--- src/rtl/npc_pkg.sv ---
//------------------------------------------------------------------------------
// npc_pkg : shared RV32I opcode constants, instruction format codes, decoder.
// Revision: 1.0
//------------------------------------------------------------------------------
`default_nettype none

package npc_pkg;

    typedef enum logic [2:0] {
        FMT_R   = 3'd0,
        FMT_I   = 3'd1,
        FMT_S   = 3'd2,
        FMT_B   = 3'd3,
        FMT_U   = 3'd4,
        FMT_J   = 3'd5,
        FMT_UNK = 3'd7
    } fmt_e;

    localparam logic [6:0] c_OPC_OP     = 7'b0110011;
    localparam logic [6:0] c_OPC_OP_IMM = 7'b0010011;
    localparam logic [6:0] c_OPC_LOAD   = 7'b0000011;
    localparam logic [6:0] c_OPC_JALR   = 7'b1100111;
    localparam logic [6:0] c_OPC_SYSTEM = 7'b1110011;
    localparam logic [6:0] c_OPC_STORE  = 7'b0100011;
    localparam logic [6:0] c_OPC_BRANCH = 7'b1100011;
    localparam logic [6:0] c_OPC_LUI    = 7'b0110111;
    localparam logic [6:0] c_OPC_AUIPC  = 7'b0010111;
    localparam logic [6:0] c_OPC_JAL    = 7'b1101111;

    function automatic fmt_e decode_fmt(input logic [6:0] opc);
        case (opc)
            c_OPC_OP:                                           return FMT_R;
            c_OPC_OP_IMM, c_OPC_LOAD, c_OPC_JALR, c_OPC_SYSTEM: return FMT_I;
            c_OPC_STORE:                                        return FMT_S;
            c_OPC_BRANCH:                                       return FMT_B;
            c_OPC_LUI, c_OPC_AUIPC:                             return FMT_U;
            c_OPC_JAL:                                          return FMT_J;
            default:                                            return FMT_UNK;
        endcase
    endfunction

endpackage

`default_nettype wire

--- src/rtl/idu_imm_gen.sv ---
//------------------------------------------------------------------------------
// idu_imm_gen : combinational RV32I immediate extraction for a decoded format.
// Revision: 1.0
//------------------------------------------------------------------------------
`default_nettype none

module idu_imm_gen
    import npc_pkg::*;
(
    input  logic [31:0] inst_i,
    input  fmt_e        fmt_i,
    output logic [31:0] imm_o
);

    // Opcode bits never contribute to the immediate.
    logic w_unused_opc;
    assign w_unused_opc = ^inst_i[6:0];

    always_comb begin
        imm_o = 32'd0;
        case (fmt_i)
            FMT_I: imm_o = {{20{inst_i[31]}}, inst_i[31:20]};
            FMT_S: imm_o = {{20{inst_i[31]}}, inst_i[31:25], inst_i[11:7]};
            FMT_B: imm_o = {{19{inst_i[31]}}, inst_i[31], inst_i[7],
                            inst_i[30:25], inst_i[11:8], 1'b0};
            FMT_U: imm_o = {inst_i[31:12], 12'd0};
            FMT_J: imm_o = {{11{inst_i[31]}}, inst_i[31], inst_i[19:12],
                            inst_i[20], inst_i[30:21], 1'b0};
            default: imm_o = 32'd0;
        endcase
    end

endmodule

`default_nettype wire

--- src/rtl/idu.sv ---
//------------------------------------------------------------------------------
// idu : fetch queue (circular FIFO) with RV32I decode of the head entry.
//       Optional RV32E/illegal check enabled by macro IDU_ILLEGAL_CHK_EN.
// Revision: 1.0
//------------------------------------------------------------------------------
`default_nettype none

module idu
    import npc_pkg::*;
#(
    parameter int unsigned DEPTH = 2
) (
    input  logic        clk,
    input  logic        rst,
    input  logic        in_valid,
    output logic        in_ready,
    input  logic [31:0] in_pc,
    input  logic [31:0] in_inst,
    input  logic        flush,
    output logic        out_valid,
    input  logic        out_ready,
    output logic [31:0] out_pc,
    output logic [31:0] out_inst,
    output logic [4:0]  out_rs1,
    output logic [4:0]  out_rs2,
    output logic [4:0]  out_rd,
    output logic [31:0] out_imm,
    output logic [2:0]  out_fmt,
    output logic        out_illegal
);

    localparam int unsigned c_PTR_W = (DEPTH > 1) ? $clog2(DEPTH) : 1;
    localparam int unsigned c_CNT_W = $clog2(DEPTH + 1);
    localparam logic [c_CNT_W-1:0] c_FULL = c_CNT_W'(DEPTH);

    logic [31:0]        pc_mem   [DEPTH];
    logic [31:0]        inst_mem [DEPTH];
    logic [c_PTR_W-1:0] wptr_q, wptr_d;
    logic [c_PTR_W-1:0] rptr_q, rptr_d;
    logic [c_CNT_W-1:0] cnt_q,  cnt_d;
    logic               w_push, w_pop;
    fmt_e               w_fmt;

    assign in_ready  = (cnt_q < c_FULL);
    assign out_valid = (cnt_q != '0);
    assign w_push    = in_valid && in_ready;
    assign w_pop     = out_valid && out_ready;

    // Flush wins over any coincident push or pop.
    always_comb begin
        wptr_d = wptr_q;
        rptr_d = rptr_q;
        cnt_d  = cnt_q;
        if (flush) begin
            wptr_d = '0;
            rptr_d = '0;
            cnt_d  = '0;
        end else begin
            if (w_push) wptr_d = wptr_q + 1'b1;
            if (w_pop)  rptr_d = rptr_q + 1'b1;
            case ({w_push, w_pop})
                2'b10:   cnt_d = cnt_q + 1'b1;
                2'b01:   cnt_d = cnt_q - 1'b1;
                default: cnt_d = cnt_q;
            endcase
        end
    end

    always_ff @(posedge clk) begin
        if (!rst) begin
            wptr_q <= '0;
            rptr_q <= '0;
            cnt_q  <= '0;
        end else begin
            wptr_q <= wptr_d;
            rptr_q <= rptr_d;
            cnt_q  <= cnt_d;
        end
    end

    always_ff @(posedge clk) begin
        if (w_push && !flush) begin
            pc_mem[wptr_q]   <= in_pc;
            inst_mem[wptr_q] <= in_inst;
        end
    end

    assign out_pc   = pc_mem[rptr_q];
    assign out_inst = inst_mem[rptr_q];
    assign out_rs1  = out_inst[19:15];
    assign out_rs2  = out_inst[24:20];
    assign out_rd   = out_inst[11:7];
    assign w_fmt    = decode_fmt(out_inst[6:0]);
    assign out_fmt  = w_fmt;

    idu_imm_gen u_imm_gen (
        .inst_i (out_inst),
        .fmt_i  (w_fmt),
        .imm_o  (out_imm)
    );

`ifdef IDU_ILLEGAL_CHK_EN
    logic w_use_rs1, w_use_rs2, w_use_rd;

    always_comb begin
        w_use_rs1   = (w_fmt == FMT_R) || (w_fmt == FMT_I) ||
                      (w_fmt == FMT_S) || (w_fmt == FMT_B);
        w_use_rs2   = (w_fmt == FMT_R) || (w_fmt == FMT_S) || (w_fmt == FMT_B);
        w_use_rd    = (w_fmt == FMT_R) || (w_fmt == FMT_I) ||
                      (w_fmt == FMT_U) || (w_fmt == FMT_J);
        // RV32E only has x0..x15, so bit 4 of any used index is illegal.
        out_illegal = (w_fmt == FMT_UNK) || (out_inst[1:0] != 2'b11) ||
                      (w_use_rs1 && out_rs1[4]) ||
                      (w_use_rs2 && out_rs2[4]) ||
                      (w_use_rd  && out_rd[4]);
    end
`else
    assign out_illegal = 1'b0;
`endif

endmodule

`default_nettype wire
--- config.mk ---
export PLATFORM = sky130hd
export DESIGN_NAME = idu
export DESIGN_NICKNAME = d
export VERILOG_FILES = /design/src/rtl/npc_pkg.sv /design/src/rtl/idu_imm_gen.sv /design/src/rtl/idu.sv
export SDC_FILE = /design/constraint.sdc
export NUM_CORES = 1
export LEC_CHECK = 0
export CAP_MARGIN = 0
export CORE_UTILIZATION = 46
export DETAILED_ROUTE_END_ITERATION = 8
export PLACE_DENSITY = 0.83
export SLEW_MARGIN = 20
export SYNTH_ARGS = -nofsm -noshare
export SYNTH_HDL_FRONTEND = slang
export SYNTH_SLANG_ARGS = --single-unit
--- constraint.sdc ---
create_clock -name clk -period 9.2 [get_ports clk]
set_clock_uncertainty 0.15 [all_clocks]
set_input_delay 1.38 -clock clk [delete_from_list [all_inputs] [get_ports clk]]
set_output_delay 1.38 -clock clk [all_outputs]
set_load 0.01 [all_outputs]
==> flow_metrics.tcl, run 1 <==
set metrics [dict create \
    cp-start-kind "flop" \
    start_util 0.482 \
    critPathKind "flop to output pin" \
    yosys_warnings 0 \
    syn-num-nets 407 \
    drc_errors 8 \
    synth_top_area_share 0.687 \
    power_frac_seq 0.468 \
    cts_setup_buffers 0 \
    crit_path_end_kind "output pin" \
    rows 39 \
    finalWorstSetupSlack_ns 3.90 \
    dpl.hpwl_um 9160 \
    die-area_um2 12600 \
    r2r_slack_ns 7.20 \
    relSlewSlack 0.289 \
    cts_tree "done" \
    p_int_w 0.00117 \
    setup_viol 0 \
    cts_hold_repair.buffers 0 \
    synthCells 337 \
    ys_top_cells_by_count "edfxtp_1 (128), mux2_2 (47), buf_4 (16)" \
    drt-initial-drc-count 233 \
    rr_startpoint "cnt_q[1]" \
    synth_ff_type "edfxtp_1" \
    synth_edf_count 128 \
    leakage_nw 2.80 \
    violations "design-rule violations" \
    drv_slew 0 \
    wire_per_inst_um 20.1 \
    hold_violations 0 \
    worstMarginPinSlew_ns 1.07 \
    status "finished with violations" \
    worstHoldStart "rptr_q" \
    totalWireLength_um 13500 \
    clock-sinks 133 \
    grt_pass1_wl_um 20500 \
    cp_cell_sequence "mux2i_4, nand3_1, a221oi_4, a221oi_1, o22ai_1, clkdlybuf4s50_1" \
    ir_drop_mv 0.126 \
    overflow 0 \
    min_to "rptr_q" \
    cts_buffer_depth 2 \
    insertion_delay_ns 0.39 \
    die_w_um 112 \
    clkPwrFrac 0.430 \
    dp_slack_ns 4.30 \
    drt-vias-per-instance 5.36 \
    syn2layout_area_growth_pct 43.5 \
    antenna_found_initial 0 \
    drv_cap 0 \
    synth.largest_area_cell "edfxtp_1" \
    final.min_clock_period_ns 5.30 \
    tns_ns 0 \
    rr_endpoint "inst_mem[1][12]" \
    power.density_nw_per_um2 185 \
    grt_use_met3 0.0686 \
    async_flop_share 0 \
    yosys.cell_types.count 46 \
    fin_cells 672 \
    io_pins 186 \
    max_clock_freq_mhz 189 \
    synth_most_common_cell "edfxtp_1" \
    pwr-share-comb 0.102 \
    hold_path_class "flop to flop" \
    cp_max_fo 70 \
    h-tree-depth 4 \
    drtPass1Iterations 8 \
    cts_root_buffer "clkbuf_16" \
    rr_worst_depth 4 \
    antenna_cells 0 \
    drive_gt1_frac 0.185 \
    cts_buffers 17 \
    track_usage 0.221 \
    io_buffers 184 \
    finalWeightedCongestion 0.822 \
    clk_pin_slew_ns 0.06 \
    core_um2 11600 \
    grt_setup_unrepaired "false" \
    min_path_cells 2 \
    synth-seq-area-share 0.705 \
    required_ns 7.67 \
    grtUsageMet1 0.270 \
    grt_max_degree 71 \
    die_h_um 112 \
    cp_slowest_cell "dfxtp_4" \
    min_period_over_period 0.576 \
    postSynthAreaPerCell_um2 16.6 \
    cp_slowest_stage_delay_ns 1.00 \
    p_sw_frac 0.215 \
    ant_nets 0 \
    syn_area_um2 5600 \
    cts_resized 0 \
    nets 586 \
    synth.top_cells.by_area "edfxtp_1 (69%), mux2_2 (9.5%), mux2i_1 (2.3%), buf_4 (2.1%), dfxtp_1 (1.8%)" \
    grtUsageMet2 0.380 \
    grt_pass1_vias 3821 \
    worstPathArrival_ns 3.77 \
    synth.ff_latch_count 133 \
    power.switching_w 0.000319 \
    vias 3605 \
    gr-max-usage-layer "met2" \
    placed_cells 640 \
]
==> cell usage in the layout, fill, tap and decap left out, types with 6 or more instances in the layout <==
cell type | netlist | routed
nand3_1 | 6 | 6
mux2i_1 | 13 | 13
a21bo_1 | 8 | 8
o21ai_0 | 7 | 7
nand2_1 | 11 | 11
clkdlybuf4s50_1 | 0 | 184
inv_1 | 14 | 14
mux2_2 | 47 | 47
nor2_1 | 13 | 13
o22ai_1 | 12 | 12
edfxtp_1 | 128 | 128
clkbuf_16 | 0 | 17
==> kinds of logic (layout without fill, tap and decap cells) <==
kind of cell / Yosys count / after routing / synth area share
flip-flops: 133 / 133 / 0.705
AND/OR/NAND/NOR: 49 / 49 / 0.0449
adder cells (fa/ha/maj): 1 / 1 / 0.00224
XOR/XNOR: 4 / 4 / 0.00626
AO/OA/AOI/OAI: 39 / 39 / 0.0584
buffers and inverters: 44 / 236 / 0.0449
other: 1 / 1 / 0.000670
multiplexers: 66 / 66 / 0.138
==> sequential cells by signal, indices dropped and copies added, names as in the netlist, named ones only <==
signal,cells
cnt_q,2
wptr_q,1
inst_mem,64
rptr_q,1
pc_mem,64
==> through the flow <==
stage	instance area, µm²	hold slack (ns)	util	total power, W
finish	8030	0.369	0.691	0.00149
global route	8030	0.412	0.691	0.00153
CTS	8030	0.366	0.691	0.00149
detailed placement	7460	0.353	0.643	0.000859
global placement	7460	0.333	0.643	0.000853
floorplan	5600	0.316	-	0.000772
==> worst max-delay path: cells and delay by family (launching register included) <==
kind	cells	cell delay, ns
buffers and inverters	1	0.57
muxes	1	0.52
AOI/OAI and AO/OA	3	0.97
and+or+nand+nor	1	0.22
DFF	1	1.00
==> routing by layer <==
metal / part of all wire / wire, µm / vias to the layer above
li1: - / - / 1642
met1: 0.38 / 5180 / 1748
met2: 0.51 / 6840 / 204
met3: 0.10 / 1370 / 11
met4: 0.0076 / 102 / 0
met5: 0 / 0 / -
==> power by group through the flow <==
stage | clock [W] | combinational, W | sequential, W
4_1_cts | 0.000646 | 0.000152 | 0.000695
6_report | 0.000640 | 0.000152 | 0.000695
3_3_place_gp | 0 | 0.000147 | 0.000706
2_1_floorplan | 0 | 0.0000665 | 0.000705
5_1_grt | 0.000677 | 0.000161 | 0.000697
3_5_place_dp | 0 | 0.000151 | 0.000708
==> area by class of cell <==
type | instances | area, µm²
timing repair buffer | 187 | 1860
fill | 768 | 3580
clock inverter | 14 | 135
clock buffer | 18 | 429
inverter | 17 | 63.8
tap | 143 | 179
multi-input combinational | 160 | 1410
sequential | 133 | 3950
==> how the worst max path moves through the flow <==
stage / from / endpoint / slack, ns / depth (start not counted)
4_1_cts: flop / out_imm[2] / 3.89 / 6
3_5_place_dp: flop / out_imm[2] / 4.30 / 6
2_1_floorplan: in_valid / inst_mem[1][0] / 2.29 / 2
6_report: flop / out_imm[11] / 3.90 / 6
3_3_place_gp: flop / out_imm[3] / 4.42 / 6
5_1_grt: flop / out_imm[11] / 3.67 / 6
Power figures use the tool's default switching activity.
==> run 2: changes to the inputs <==
Settings changed: CORE_UTILIZATION 46 to 41, PLACE_DENSITY 0.83 to 0.79.
Clock period 9.2 ns to 4.8 ns, I/O delays scaled along.
==> run 2 against run 1 <==
The run now ends clean. Critical endpoint unchanged. Highest routed layer unchanged. Register-to-register slack got worse by 4.2 ns. Sequential power increased by 91%. Final cell count increased by 5.4%. Global-route usage decreased by 3.8 points. Routed wire length decreased by 8.0%. Die area increased by 12%. First-iteration DRC count decreased by 31%.
==> flow_metrics.tcl, run 2 (same netlist as run 1, synthesis figures left out) <==
set metrics [dict create \
    status "completed" \
    hold_slack_ns 0.357 \
    grt_pass1_vias 3608 \
    rr_startpoint "cnt_q[1]" \
    cts_setup_buffers 0 \
    start_util 0.421 \
    leakage_nw 2.83 \
    critPathKind "flop to output pin" \
    drv_cap 0 \
    cts_root_buffer "clkbuf_16" \
    cts_resized 0 \
    wire_per_inst_um 17.5 \
    final_cell_mix "clkdlybuf4s50_1 (184), edfxtp_1 (128), mux2_2 (47)" \
    tns_ns 0 \
    core_um2 13300 \
    antenna_cells 0 \
    io_buffers 184 \
    required_ns 3.93 \
    syn2layout_area_growth_pct 45.4 \
    worstHoldStart "cnt_q[1]" \
    power.density_nw_per_um2 357 \
    finalWorstSetupSlack_ns 0.570 \
    totalWireLength_um 12400 \
    die-area_um2 14100 \
    cts_tree "done" \
    cts_hold_repair.buffers 0 \
    dp_slack_ns 0.991 \
    grt_max_degree 42 \
    cp-start-kind "flop" \
    hold_path_class "flop to flop" \
    clk_pin_slew_ns 0.06 \
    track_usage 0.182 \
    vias 3563 \
    cts_buffers 17 \
    dpl.hpwl_um 8590 \
    crit_path_end_kind "output pin" \
    drtPass1Iterations 6 \
    drive_gt1_frac 0.194 \
    grt_pass1_wl_um 19200 \
    h-tree-depth 4 \
    hold_violations 0 \
    drv_slew 0 \
    reg_top3 "inst_mem (64), pc_mem (64), cnt_q (2)" \
    grt_setup_unrepaired "false" \
    place_area_um2 7540 \
    die_h_um 119 \
    finalInstanceArea_um2 8140 \
    finalWeightedCongestion 0.843 \
    final.min_clock_period_ns 4.23 \
    insertion_delay_ns 0.40 \
    ant_nets 0 \
    cts_buffer_depth 2 \
    relSlewSlack 0.520 \
    antenna_found_initial 0 \
    overflow 0 \
    fillers 992 \
    drt-vias-per-instance 5.03 \
    multi_input_area_um2 1420 \
    regArea_um2 3950 \
    setup_viol 0 \
    io_pins 186 \
    layout_commonest_cell "clkdlybuf4s50_1" \
    worstMarginPinSlew_ns 0.718 \
    clock-sinks 133 \
    nets 589 \
    drt-initial-drc-count 160 \
    cp_max_fo 41 \
    rows 42 \
    worstPathArrival_ns 3.36 \
    max_clock_freq_mhz 236 \
    drc_errors 0 \
    die_w_um 119 \
    ir_drop_mv 0.250 \
    min_period_over_period 0.881 \
]
-- run 2: cell types whose count changed in the layout (fill, tap and decap cells not counted), sizes merged --
cell    previous run  this run
inv               18        24
buf                3         6
clkbuf            18        17
clkinv             7         2
-- run 2: final cells by class --
class,instances,area share
Tap cell,176,0.0271
Multi-Input combinational cell,160,0.175
Inverter,17,0.00784
Sequential cell,133,0.485
Timing Repair Buffer,190,0.232
Clock inverter,15,0.0208
Clock buffer,17,0.0523
-- run 2: final timing paths --
| kind | slack [ns] | end | cells past startpoint |
|---|---|---|---|
| worst min-delay path | 0.36 | cnt_q[1] | 2 |
| worst max register to register | 2.98 | cnt_q[1] | 5 |
| worst min register to register | 0.36 | cnt_q[1] | 2 |
| worst max-delay path | 0.57 | out_imm[11] | 7 |
-- run 2: where the power goes --
group | switching, W | total [W] | internal (W)
registers | 0.0000132 | 0.00133 | 0.00131
clock network | 0.000507 | 0.00128 | 0.000778
logic | 0.000128 | 0.000294 | 0.000165
total | 0.000648 | 0.00291 | 0.00226
-- run 2: worst max-delay path: stages (launching register included) --
cell	delay, ns
dfxtp_4	0.66
buf_4	0.57
mux2i_1	0.15
buf_4	0.22
nor4_1	0.37
a221oi_1	0.09
o22ai_1	0.27
clkdlybuf4s50_1	0.60
-- run 2: per-layer routing --
metal	GRT usage	up-vias	part of all wire
met5	0	-	0
met3	0.0632	17	0.068
met1	0.222	1745	0.42
met2	0.301	159	0.50
met4	0.0649	0	0.019
li1	-	1642	-
-- run 2: metrics by stage --
stage	power [W]	utilization	cells
floorplan	0.00148	-	337
global placement	0.00164	0.567	676
detailed placement	0.00165	0.567	676
CTS	0.00294	0.612	708
global route	0.00301	0.612	708
finish	0.00291	0.612	708
